<file path="src/rtl/cdc_handshake_tx.sv">
// rtl/cdc_handshake_tx.sv - source side of a two-phase toggle req/ack CDC link
// Optional feature macro: CDC_TX_TIMEOUT_EN (wait-state timeout counter and sticky timeout_err)
module cdc_handshake_tx #(
  parameter int DATA_WIDTH     = 32,
  parameter int SYNC_STAGE     = 3,
  parameter int TIMEOUT_CYCLES = 1024
) (
  input  logic                  clk,
  input  logic                  rst,
  input  logic                  s_valid,
  output logic                  s_ready,
  input  logic [DATA_WIDTH-1:0] s_data,
  output logic                  req_out,
  output logic [DATA_WIDTH-1:0] data_out,
  input  logic                  ack_in,
  output logic                  busy,
  output logic                  proto_err,
  output logic                  timeout_err
);

  typedef enum logic {
    ST_IDLE = 1'b0,
    ST_WAIT = 1'b1
  } state_t;

  state_t                state;
  state_t                state_nxt;
  logic [SYNC_STAGE-1:0] ack_sync_q;
  logic                  ack_sync;
  logic                  accept;

  // Plain shift chain for the asynchronous ack level; nothing between stages
  always_ff @(posedge clk or posedge rst) begin
    if (rst) begin
      ack_sync_q <= '0;
    end else begin
      ack_sync_q <= {ack_sync_q[SYNC_STAGE-2:0], ack_in};
    end
  end

  assign ack_sync = ack_sync_q[SYNC_STAGE-1];

  // s_ready comes from the state register only, so accept has no s_valid->s_ready loop
  assign accept = s_valid & s_ready;

  // State register
  always_ff @(posedge clk or posedge rst) begin
    if (rst) begin
      state <= ST_IDLE;
    end else begin
      state <= state_nxt;
    end
  end

  // Next-state: launch on accept, return once the synchronized ack matches req
  always_comb begin
    state_nxt = state;
    case (state)
      ST_IDLE: if (accept)              state_nxt = ST_WAIT;
      ST_WAIT: if (ack_sync == req_out) state_nxt = ST_IDLE;
      default:                          state_nxt = ST_IDLE;
    endcase
  end

  // Output decode from the state register
  always_comb begin
    s_ready = 1'b0;
    busy    = 1'b0;
    case (state)
      ST_IDLE: s_ready = 1'b1;
      ST_WAIT: busy    = 1'b1;
      default: s_ready = 1'b0;
    endcase
  end

  // Launch register and request toggle move together on the accepting edge
  always_ff @(posedge clk or posedge rst) begin
    if (rst) begin
      req_out  <= 1'b0;
      data_out <= '0;
    end else if (accept) begin
      req_out  <= ~req_out;
      data_out <= s_data;
    end
  end

  // Sticky flag: ack level disagrees with req while nothing is in flight
  always_ff @(posedge clk or posedge rst) begin
    if (rst) begin
      proto_err <= 1'b0;
    end else if (state == ST_IDLE && ack_sync != req_out) begin
      proto_err <= 1'b1;
    end
  end

`ifdef CDC_TX_TIMEOUT_EN
  localparam int CNT_W = $clog2(TIMEOUT_CYCLES + 1);
  localparam logic [CNT_W-1:0] TMO_MAX  = CNT_W'(TIMEOUT_CYCLES);
  localparam logic [CNT_W-1:0] TMO_LAST = CNT_W'(TIMEOUT_CYCLES - 1);

  logic [CNT_W-1:0] tmo_cnt;

  // Counts WAIT cycles, saturates at the limit; the flag fires on the edge that reaches it
  always_ff @(posedge clk or posedge rst) begin
    if (rst) begin
      tmo_cnt     <= '0;
      timeout_err <= 1'b0;
    end else if (accept) begin
      tmo_cnt <= '0;
    end else if (state == ST_WAIT && tmo_cnt != TMO_MAX) begin
      tmo_cnt <= tmo_cnt + CNT_W'(1);
      if (tmo_cnt == TMO_LAST) begin
        timeout_err <= 1'b1;
      end
    end
  end
`else
  assign timeout_err = 1'b0;
`endif

endmodule

</file>
<file path="config.mk">
export PLATFORM = sky130hd
export DESIGN_NAME = cdc_handshake_tx
export DESIGN_NICKNAME = d
export VERILOG_FILES = /design/src/rtl/cdc_handshake_tx.sv
export SDC_FILE = /design/constraint.sdc
export NUM_CORES = 1
export LEC_CHECK = 0
export ABC_CLOCK_PERIOD_IN_PS = 1250
export CAP_MARGIN = 0
export CORE_MARGIN = 2
export CORE_UTILIZATION = 36
export CTS_CLUSTER_DIAMETER = 120
export CTS_CLUSTER_SIZE = 8
export DETAILED_ROUTE_END_ITERATION = 10
export MAX_ROUTING_LAYER = met4
export PLACE_DENSITY = 0.8
export REMOVE_ABC_BUFFERS = 1
export SLEW_MARGIN = 20
export SYNTH_ARGS = -nofsm -noshare
export SYNTH_HDL_FRONTEND = slang
export SYNTH_SLANG_ARGS = --single-unit
</file>
<file path="constraint.sdc">
create_clock -name clk -period 1.25 [get_ports clk]
set_clock_uncertainty 0.05 [all_clocks]
set_input_delay 0.3125 -clock clk [delete_from_list [all_inputs] [get_ports clk]]
set_output_delay 0.3125 -clock clk [all_outputs]
set_load 0.01 [all_outputs]
</file>
==> Yosys cells after proc, flatten, opt, wreduce, memory -nomap -nowiden <==
Cells that the tools add are included.
{ "word_totals": {"latchBits": 0, "elab_cells": 16, "reg_bits": 38, "mem_bits_ro": 0, "output_inout_bits": 37, "input_bits": 36, "mem_bits_rw": 0, "n_memories": 0} }
{ "classes": {"n_eq_ne": 2, "reduce_logical": 1, "n_shift": 0, "n_div": 0, "mul": 0, "bitwise": 3, "order_cmp": 0, "mux": 5, "n_addsub": 0} }
{ "ops": {"columns": ["cell", "count"], "rows": [
  ["1-bit 2-to-1 mux", 4],
  ["1-bit inverter", 2],
  ["1-bit case mux with 2 select lines", 1],
  ["1-bit AND", 1],
  ["1-bit equality test", 1],
  ["1-bit logical AND", 1],
  ["1-bit inequality test", 1]
]} }

==> Longest topological paths before layout <==
Gate-level depths: netlist of the first run.
{ "depth": {"depth_word": 4, "ltp_mapped": 4, "depth_no_buf": 2} }

==> Worst setup path after synthesis of the first run <==
Ideal clock, no wire load.
{ "synth_timing": {"path_kind": "register to register", "startpoint": "register state", "endpoint": "register data_out[10]", "stages_incl_launch_ff": 5, "arrival_ns": 1.160, "path_buffers": 2, "required_ns": 1.075, "setup_time_ns": 0.125, "setup_slack_ns": -0.085, "synth_period_minus_slack_ns": 1.335, "path_cell_list": "dfrtp_1 -> nor2b_1 -> buf_6 -> buf_6 -> mux2_4"} }
{ "synth_between": {"elab_chain_len": 2} }
{ "synth_rtl": {"columns": ["item", "line", "text"], "rows": [
  ["start: declaration", "26", "state_t state;"],
  ["start signal: assignment", "51", "state <= state_nxt;"],
  ["1-bit 2-to-1 mux", "69", "case (state)"],
  ["1-bit AND", "44", "assign accept = s_valid & s_ready;"],
  ["end signal: assignment", "83", "data_out <= s_data;"],
  ["end: declaration", "14", "output logic [DATA_WIDTH-1:0] data_out,"]
]} }
Every way passes these cells.
A chain may end at the register's enable or synchronous reset.

==> Final worst setup path of the first run <==
{ "layout_timing": {"startpoint": "input port s_valid", "endpoint": "register data_out[3]"} }
{ "layout_between": {"elab_chain_len": 1} }
{ "layout_rtl": {"columns": ["item", "line", "text"], "rows": [
  ["start: declaration", "10", "input logic s_valid,"],
  ["1-bit AND", "44", null]
]} }
Every way passes these cells.

==> results of run 1 <==
[how the worst max path moves through the flow]
stage | start | endpoint | slack [ps]
2_1_floorplan | state | data_out[3] | -2080
3_3_place_gp | s_valid | data_out[5] | -420
3_5_place_dp | s_valid | data_out[3] | -470
4_1_cts | state | data_out[3] | -150
5_1_grt | state | data_out[3] | -190
6_report | s_valid | data_out[3] | -150
[layer usage]
layer / part of all wire [%] / global-route usage [%] / up-vias
li1: - / - / 467
met1: 39 / 17.6 / 479
met2: 54 / 24.9 / 42
met3: 6.1 / 5.12 / 4
met4: 0.78 / 3.27 / 0
met5: 0 / - / -
[what timing repair did]
item	in CTS	in global routing
resized for setup	146	0
endpoints found under the setup margin	68	36
buffers inserted	17	0
[registers in the layout (all words and copies together), names as in the netlist]
| register | cells |
|---|---|
| proto_err | 1 |
| state | 1 |
| ack_sync_q | 3 |
| data_out | 32 |
| req_out | 1 |
[stage by stage]
step / cells / TNS [ps]
floorplan: 78 / -67420
detailed placement: 204 / -14010
CTS: 229 / -3610
global placement: 204 / -12880
global route: 229 / -5030
finish: 229 / -3540
[cell families after synthesis]
family,share of synthesized area [%]
DFF,62.3
and+or+nand+nor,0.410
muxes,30.5
buffers and inverters,4.43
xor gates and xnor gates,1.15
AOI/OAI and AO/OA,0.983
other,0.246
[placed cells by master, fill, tap and decap left out]
cell	Yosys	routed
conb_1	1	1
mux2_4	28	28
buf_6	2	2
xor2_1	2	2
buf_4	1	18
inv_1	2	2
clkinvlp_4	0	1
mux2_2	4	4
clkinv_2	0	1
nor2b_4	0	1
clkdlybuf4s50_1	0	35
dfrtp_1	38	38
buf_2	0	35
a21o_1	2	2
buf_12	0	3
clkbuf_8	0	6
[critical path, stage by stage]
cell	delay [ps]
clkdlybuf4s50_1	450
nor2b_4	200
buf_12	200
mux2_2	350
[power breakdown]
part / switching (uW) / total, uW / internal (uW)
clock: 422 / 865 / 443
combinational: 1030 / 2720 / 1700
sequential: 283 / 2080 / 1800
total: 1730 / 5670 / 3940
[layout make-up]
cell class                      count  area (um2)  share of cell area (%)
Multi-Input combinational cell     38         515                    21.7
Clock inverter                      2        12.5                   0.527
Tap cell                           50        62.6                    2.63
Inverter                            2        7.51                   0.316
Clock buffer                        6        82.6                    3.48
Timing Repair Buffer               93         743                    31.3
Sequential cell                    38         951                    40.0
==> summary.md, run 1 <==
| Metric | Value |
|---|---|
| Pwr dens | `2390 mW/mm2` |
| Final-stage net count | `214` |
| Worst-path clk slew | `80 ps` |
| Gate Count Post-Synth | `83` |
| Clock sink total | `38` |
| Dominant synthesized flop cell | `dfrtp_1` |
| Register bit count reported by yosys | `38` |
| Routed len/inst | `14.0 um` |
| Initial antenna violation count | `0` |
| Die Footprint | `roughly 0.0048 mm2` |
| Area Overhead vs Synth | `55.6%` |
| Hold Vio Cnt, Final | `0` |
| Reg2Reg Depth | `4` |
| Synthesis Warnings | `0` |
| Die width | `69.1 um` |
| Gr usage total | `14.9%` |
| VDD IR max | `between 0.001 and 0.0015 V` |
| WP data arrival | `1520 ps` |
| Final Cell Area | `0.00237 mm2` |
| H-tree depth | `2` |
| RePlAce Congestion | `0.739` |
| Reg-to-reg setup timing slack | `-140 ps` |
| Placed cell area | `0.00232 mm2` |
| Max FO, Critical Path | `18` |
| Final worst slack | `-149 ps` |
| CTS hold repair buffers | `0` |
| Cell with the most instances after synthesis | `dfrtp_1` |
| Worst hold path depth | `0` |
| HP Class | `flip-flop to flip-flop` |
| Ys async rst share | `100%` |
| Fin util | `58.9%` |
| Port Buffers | `just over 70` |
| Syn Area/Cell | `approximately 18 um2` |
| Top post-synthesis cells by area | `dfrtp_1 (62%), mux2_4 (28%), mux2_2 (3.0%)` |
| Clock Latency Late Sink | `280 ps` |
| CORE AREA | `approximately 0.004 mm2` |
| Vias per cell | `4.33` |
| Clock period minus worst slack | `about 1400 ps` |
| Count of cell types in the netlist | `11` |
| RSZ-0062 raised after global routing | `yes` |
| Pins over their slew limit | `0` |
| Max-Cap Viols | `0` |
| Chip Height | `69.1 um` |
| Remaining global-route overflow | `0` |
| Setup WS pre-CTS | `-469 ps` |
| CTS tree | `yes` |
| Post-DRT Antenna Nets | `0` |
| Final period util | `112%` |
| Hold_sp | `ack_sync_q[0]` |
| TritonCTS Buffers | `5` |
| Cell Area, Synth | `~0.0015 mm2` |
| WS Path Type | `primary input to flip-flop` |
| Vias in the first global route | `1156` |
| Clk buf depth | `2` |
| DR vias | `a little under 1k` |
| Leakage | `0.00115 uW` |
| Reg2reg start | `state` |
| FILL cells | `335` |
| Status | `finished, violations left` |
| Detailed placer's ending HPWL | `2250 um` |
| Ratio of cells with drive above 1 in the final layout | `55.3%` |
| Failing checks | `negative setup slack` |
| Sequential-to-total area share from yosys stat | `62.3%` |
| First-pass GRT wire length | `5460 um` |
| Antenna cell count | `0` |
| Post-synth EDFFs | `0` |
| Drt drc | `0` |
| Worst setup EP type | `flip-flop` |
| Dominant cell type by area after synthesis | `dfrtp_1` |
| Total Power | `5670 uW` |
| Root Driver | `clkbuf_8` |
| Num ports | `73` |
| Critical path startpoint category | `primary input` |
| Hold slack | `301 ps` |
| Required time worst endpoint | `1370 ps` |
| 1st-pass router iterations | `2` |
| Largest net degree at the start of global routing | `39` |
| Iteration-0 DRC Markers | `21` |
| Worst reg2reg path endpoint | `data_out[3]` |
| Initial Util | `a little under two fifths` |
| Total wire length | `3200 um` |
| Hold path endpoint | `ack_sync_q[1]` |
| Row count | `23` |
| Leading post-synthesis cells by instance count | `dfrtp_1 (38), mux2_4 (28), mux2_2 (4)` |
| Setup-failing EPs final | `35` |
| Yosys top cell area share | `62.3%` |
| Max Freq | `between 700 and 800 MHz` |
Note: power is estimated with default switching activity, not from simulation.
==> inputs of run 2 (changes only) <==
--- a/config.mk
+++ b/config.mk
@@ -5,15 +5,18 @@
 export SDC_FILE = /design/constraint.sdc
 export NUM_CORES = 1
 export LEC_CHECK = 0
+export ABC_AREA = 1
 export ABC_CLOCK_PERIOD_IN_PS = 1250
-export CAP_MARGIN = 0
+export CAP_MARGIN = 20
+export CELL_PAD_IN_SITES_DETAIL_PLACEMENT = 1
+export CELL_PAD_IN_SITES_GLOBAL_PLACEMENT = 1
 export CORE_MARGIN = 2
-export CORE_UTILIZATION = 36
+export CORE_UTILIZATION = 26
 export CTS_CLUSTER_DIAMETER = 120
 export CTS_CLUSTER_SIZE = 8
 export DETAILED_ROUTE_END_ITERATION = 10
 export MAX_ROUTING_LAYER = met4
-export PLACE_DENSITY = 0.8
+export PLACE_DENSITY = 0.81
 export REMOVE_ABC_BUFFERS = 1
 export SLEW_MARGIN = 20
 export SYNTH_ARGS = -nofsm -noshare
==> summary.md, run 2 <==
| Metric | Value |
|---|---|
| Final period util | `97.0% (was 112%)` |
| Yosys top cell area share | `63.9% (was 62.3%)` |
| Non-filler instance count after layout | `314 (was 229)` |
| Combinational power share | `43.2% (was 48.0%)` |
| Cell Area, Synth | `0.00149 mm2 (was 0.00153 mm2)` |
| Vias in the first global route | `1251 (was 1156)` |
| Die width | `79.6 um (was 69.1 um)` |
| Chip Height | `79.6 um (was 69.1 um)` |
| Post-DRT Antenna Nets | `0 (unchanged)` |
| Cell with the most instances after synthesis | `nand2_1 (was dfrtp_1)` |
| Initial antenna violation count | `0 (unchanged)` |
| Count of cell types in the netlist | `12 (was 11)` |
| Ys async rst share | `100% (unchanged)` |
| Setup TNS | `0 ps (was -3540 ps)` |
| Worst-path clk slew | `70 ps (was 80 ps)` |
| RSZ-0062 raised after global routing | `yes (unchanged)` |
| Vias per cell | `4.15 (was 4.33)` |
| Required time worst endpoint | `890 ps (was 1370 ps)` |
| Register bit count reported by yosys | `38 (unchanged)` |
| CTS hold repair buffers | `0 (unchanged)` |
| Sequential-to-total area share from yosys stat | `63.9% (was 62.3%)` |
| Dominant synthesized flop cell | `dfrtp_1 (unchanged)` |
| TritonCTS Buffers | `5 (unchanged)` |
| Routed len/inst | `12.0 um (was 14.0 um)` |
| Dominant cell type by area after synthesis | `dfrtp_1 (unchanged)` |
| Sw frac | `36.9% (was 30.5%)` |
| Global-route met3 utilization | `3.85% (was 5.12%)` |
| Port Buffers | `71 (unchanged)` |
| Final-stage net count | `278 (was 214)` |
| Clock power frac | `15.8% (was 15.3%)` |
| Total wire length | `3770 um (was 3200 um)` |
| VDD IR max | `0.000668 V (was 0.00108 V)` |
| Post-synth EDFFs | `0 (unchanged)` |
| Gate Count Post-Synth | `158 (was 83)` |
| Leading post-synthesis cells by instance count | `nand2_1 (93), dfrtp_1 (38), nand2_2 (10) (was dfrtp_1 (38), mux2_4 (28), mux2_2 (4))` |
| Detailed placer's ending HPWL | `2700 um (was 2250 um)` |
| Initial Util | `27.0% (was 37.9%)` |
| Clock period minus worst slack | `1210 ps (was 1400 ps)` |
| DR vias | `1302 (was 992)` |
| Most frequent cells in the layout | `nand2_1 (93), dfrtp_1 (38), clkdlybuf4s50_1 (35), buf_2 (35) (was dfrtp_1 (38), clkdlybuf4s50_1 (35), buf_2 (35), mux2_4 (28), buf_4 (18))` |
| Area Overhead vs Synth | `51.8% (was 55.6%)` |
| Placed instance count | `301 (was 204)` |
| Synthesis Warnings | `0 (unchanged)` |
| Most common cell after layout, fill and taps aside | `nand2_1 (was dfrtp_1)` |
| Largest Register | `data_out (unchanged)` |
| Largest net degree at the start of global routing | `39 (unchanged)` |
| Reg power frac | `41.0% (was 36.7%)` |
| Pwr dens | `2200 mW/mm2 (was 2390 mW/mm2)` |
| Clock sink total | `38 (unchanged)` |
| Met1 GRT Util | `14.8% (was 17.6%)` |
| Pins over their slew limit | `0 (unchanged)` |
| Critical path startpoint category | `flip-flop (was primary input)` |
| First-pass GRT wire length | `6010 um (was 5460 um)` |
| 1st-pass router iterations | `2 (unchanged)` |
| Remaining global-route overflow | `0 (unchanged)` |
| Worst setup EP type | `output pin (was flip-flop)` |
| Hold slack | `304 ps (was 301 ps)` |
| Row count | `27 (was 23)` |
| GRT busiest layer | `met2 (unchanged)` |
| Syn Area/Cell | `9.42 um2 (was 18.4 um2)` |
| Max reg flops | `32 (unchanged)` |
| WP data arrival | `850 ps (was 1520 ps)` |
| RePlAce Congestion | `0.682 (was 0.739)` |
| Iteration-0 DRC Markers | `39 (was 21)` |
| Largest regs | `data_out: 32 flops, ack_sync_q: 3 flops (unchanged)` |
| Hold Vio Cnt, Final | `0 (unchanged)` |
| Ratio of cells with drive above 1 in the final layout | `28.5% (was 55.3%)` |
| Total Power | `4970 uW (was 5670 uW)` |
| Num ports | `73 (unchanged)` |
| CORE AREA | `0.00551 mm2 (was 0.00403 mm2)` |
| Max-Cap Viols | `0 (unchanged)` |
| HP Class | `flip-flop to flip-flop (unchanged)` |
| Setup-failing EPs final | `0 (was 35)` |
| Die Footprint | `0.00634 mm2 (was 0.00478 mm2)` |
| Clock Latency Late Sink | `280 ps (about the same)` |
| Drt drc | `0 (unchanged)` |
| Max Freq | `825 MHz (was 715 MHz)` |
| GR Util met2 | `21.5% (was 24.9%)` |
| Max FO, Critical Path | `3 (was 18)` |
| Gr usage total | `12.8% (was 14.9%)` |
| Status | `finished clean (was finished, violations left)` |
| Antenna cell count | `0 (unchanged)` |
| Root Driver | `clkbuf_8 (unchanged)` |
| CTS tree | `yes (unchanged)` |
| Top post-synthesis cells by area | `dfrtp_1 (64%), nand2_1 (23%), nand2_2 (4.2%) (was dfrtp_1 (62%), mux2_4 (28%), mux2_2 (3.0%))` |
| Leakage | `0.00122 uW (was 0.00115 uW)` |
| Switching power | `1830 uW (was 1730 uW)` |
| WS Path Type | `flip-flop to output pin (was primary input to flip-flop)` |
| P_int | `3140 uW (was 3940 uW)` |
| Clk buf depth | `2 (unchanged)` |
| H-tree depth | `2 (unchanged)` |
run 2: changes by cell type in the layout (fill, tap and decap cells not counted), moves of 2 or more:
| cell | before | now |
|---|---|---|
| a21o_1 | 2 | 0 |
| buf_4 | 18 | 10 |
| mux2_2 | 4 | 0 |
| mux2_4 | 28 | 0 |
| nand2_1 | 0 | 93 |
| nand2_2 | 0 | 10 |
| nand3_1 | 0 | 2 |
| xor2_1 | 2 | 0 |
run 2: cell type report:
cell class | count | area, um2
Inverter | 6 | 30.0
Fill cell | 684 | 3250
Tap cell | 72 | 90.1
Sequential cell | 38 | 951
Multi-Input combinational cell | 107 | 437
Timing Repair Buffer | 84 | 672
Clock buffer | 5 | 68.8
Clock inverter | 2 | 10.0
run 2: per-stage QoR:
| stage | worst slack, ps | utilization, % | area, um2 |
|---|---|---|---|
| final | 37.7 | 41.0 | 2260 |
| after floorplan | 26.6 | - | 1420 |
| after global routing | -20.1 | 41.0 | 2260 |
| after global placement | -174 | 41.9 | 2310 |
| after detailed placement | -240 | 41.9 | 2310 |
| after CTS | 10.5 | 40.7 | 2240 |
run 2: worst paths after layout:
path,depth (start not counted),slack [ps],start,endpoint
max,2,40,state,s_ready
max reg2reg,6,110,state,data_out[17]
min,0,300,ack_sync_q[0],ack_sync_q[1]
min reg2reg,0,300,ack_sync_q[0],ack_sync_q[1]
max in group asynchronous,3,660,rst,data_out[14]
min in group asynchronous,3,310,rst,data_out[24]
run 2: logic make-up (layout without fill, tap and decap cells):
group / count (synthesis) / in the layout / synth area share (%)
and+or+nand+nor: 106 / 106 / 29.1
DFF: 38 / 38 / 63.9
buffers and inverters: 13 / 97 / 6.73
other: 1 / 1 / 0.252
run 2: what timing repair did:
action / 4_1_cts / 5_1_grt
setup buffers: 5 / 1
cloned: 0 / 0
endpoints found under the setup margin: 36 / 29
resized for setup: 144 / 2
run 2: worst max-delay path: stages (launching register included):
cell     delay [ps]
dfrtp_1         400
inv_2            70
buf_6            90
run 2: routing by layer:
layer / vias to the layer above / wire (um)
met5: - / 0
met4: 0 / 48
met3: 6 / 250
met2: 43 / 1870
met1: 622 / 1600
li1: 631 / -
run 2: power groups by stage:
stage               Combinational, uW  Sequential, uW  Clock [uW]
floorplan                         696            2320           0
global placement                 2490            2080           0
detailed placement               2580            2080           0
CTS                              2150            2040         828
global route                     2380            2110         885
finish                           2150            2040         784
==> inputs of run 3 (changes only) <==
--- a/config.mk
+++ b/config.mk
@@ -15,6 +15,7 @@
 export CTS_CLUSTER_DIAMETER = 120
 export CTS_CLUSTER_SIZE = 8
 export DETAILED_ROUTE_END_ITERATION = 10
+export GPL_ROUTABILITY_DRIVEN = 0
 export MAX_ROUTING_LAYER = met4
 export PLACE_DENSITY = 0.81
 export REMOVE_ABC_BUFFERS = 1
==> results of run 3 <==
The final DEF is identical to that of run 2; final timing and power are the same.
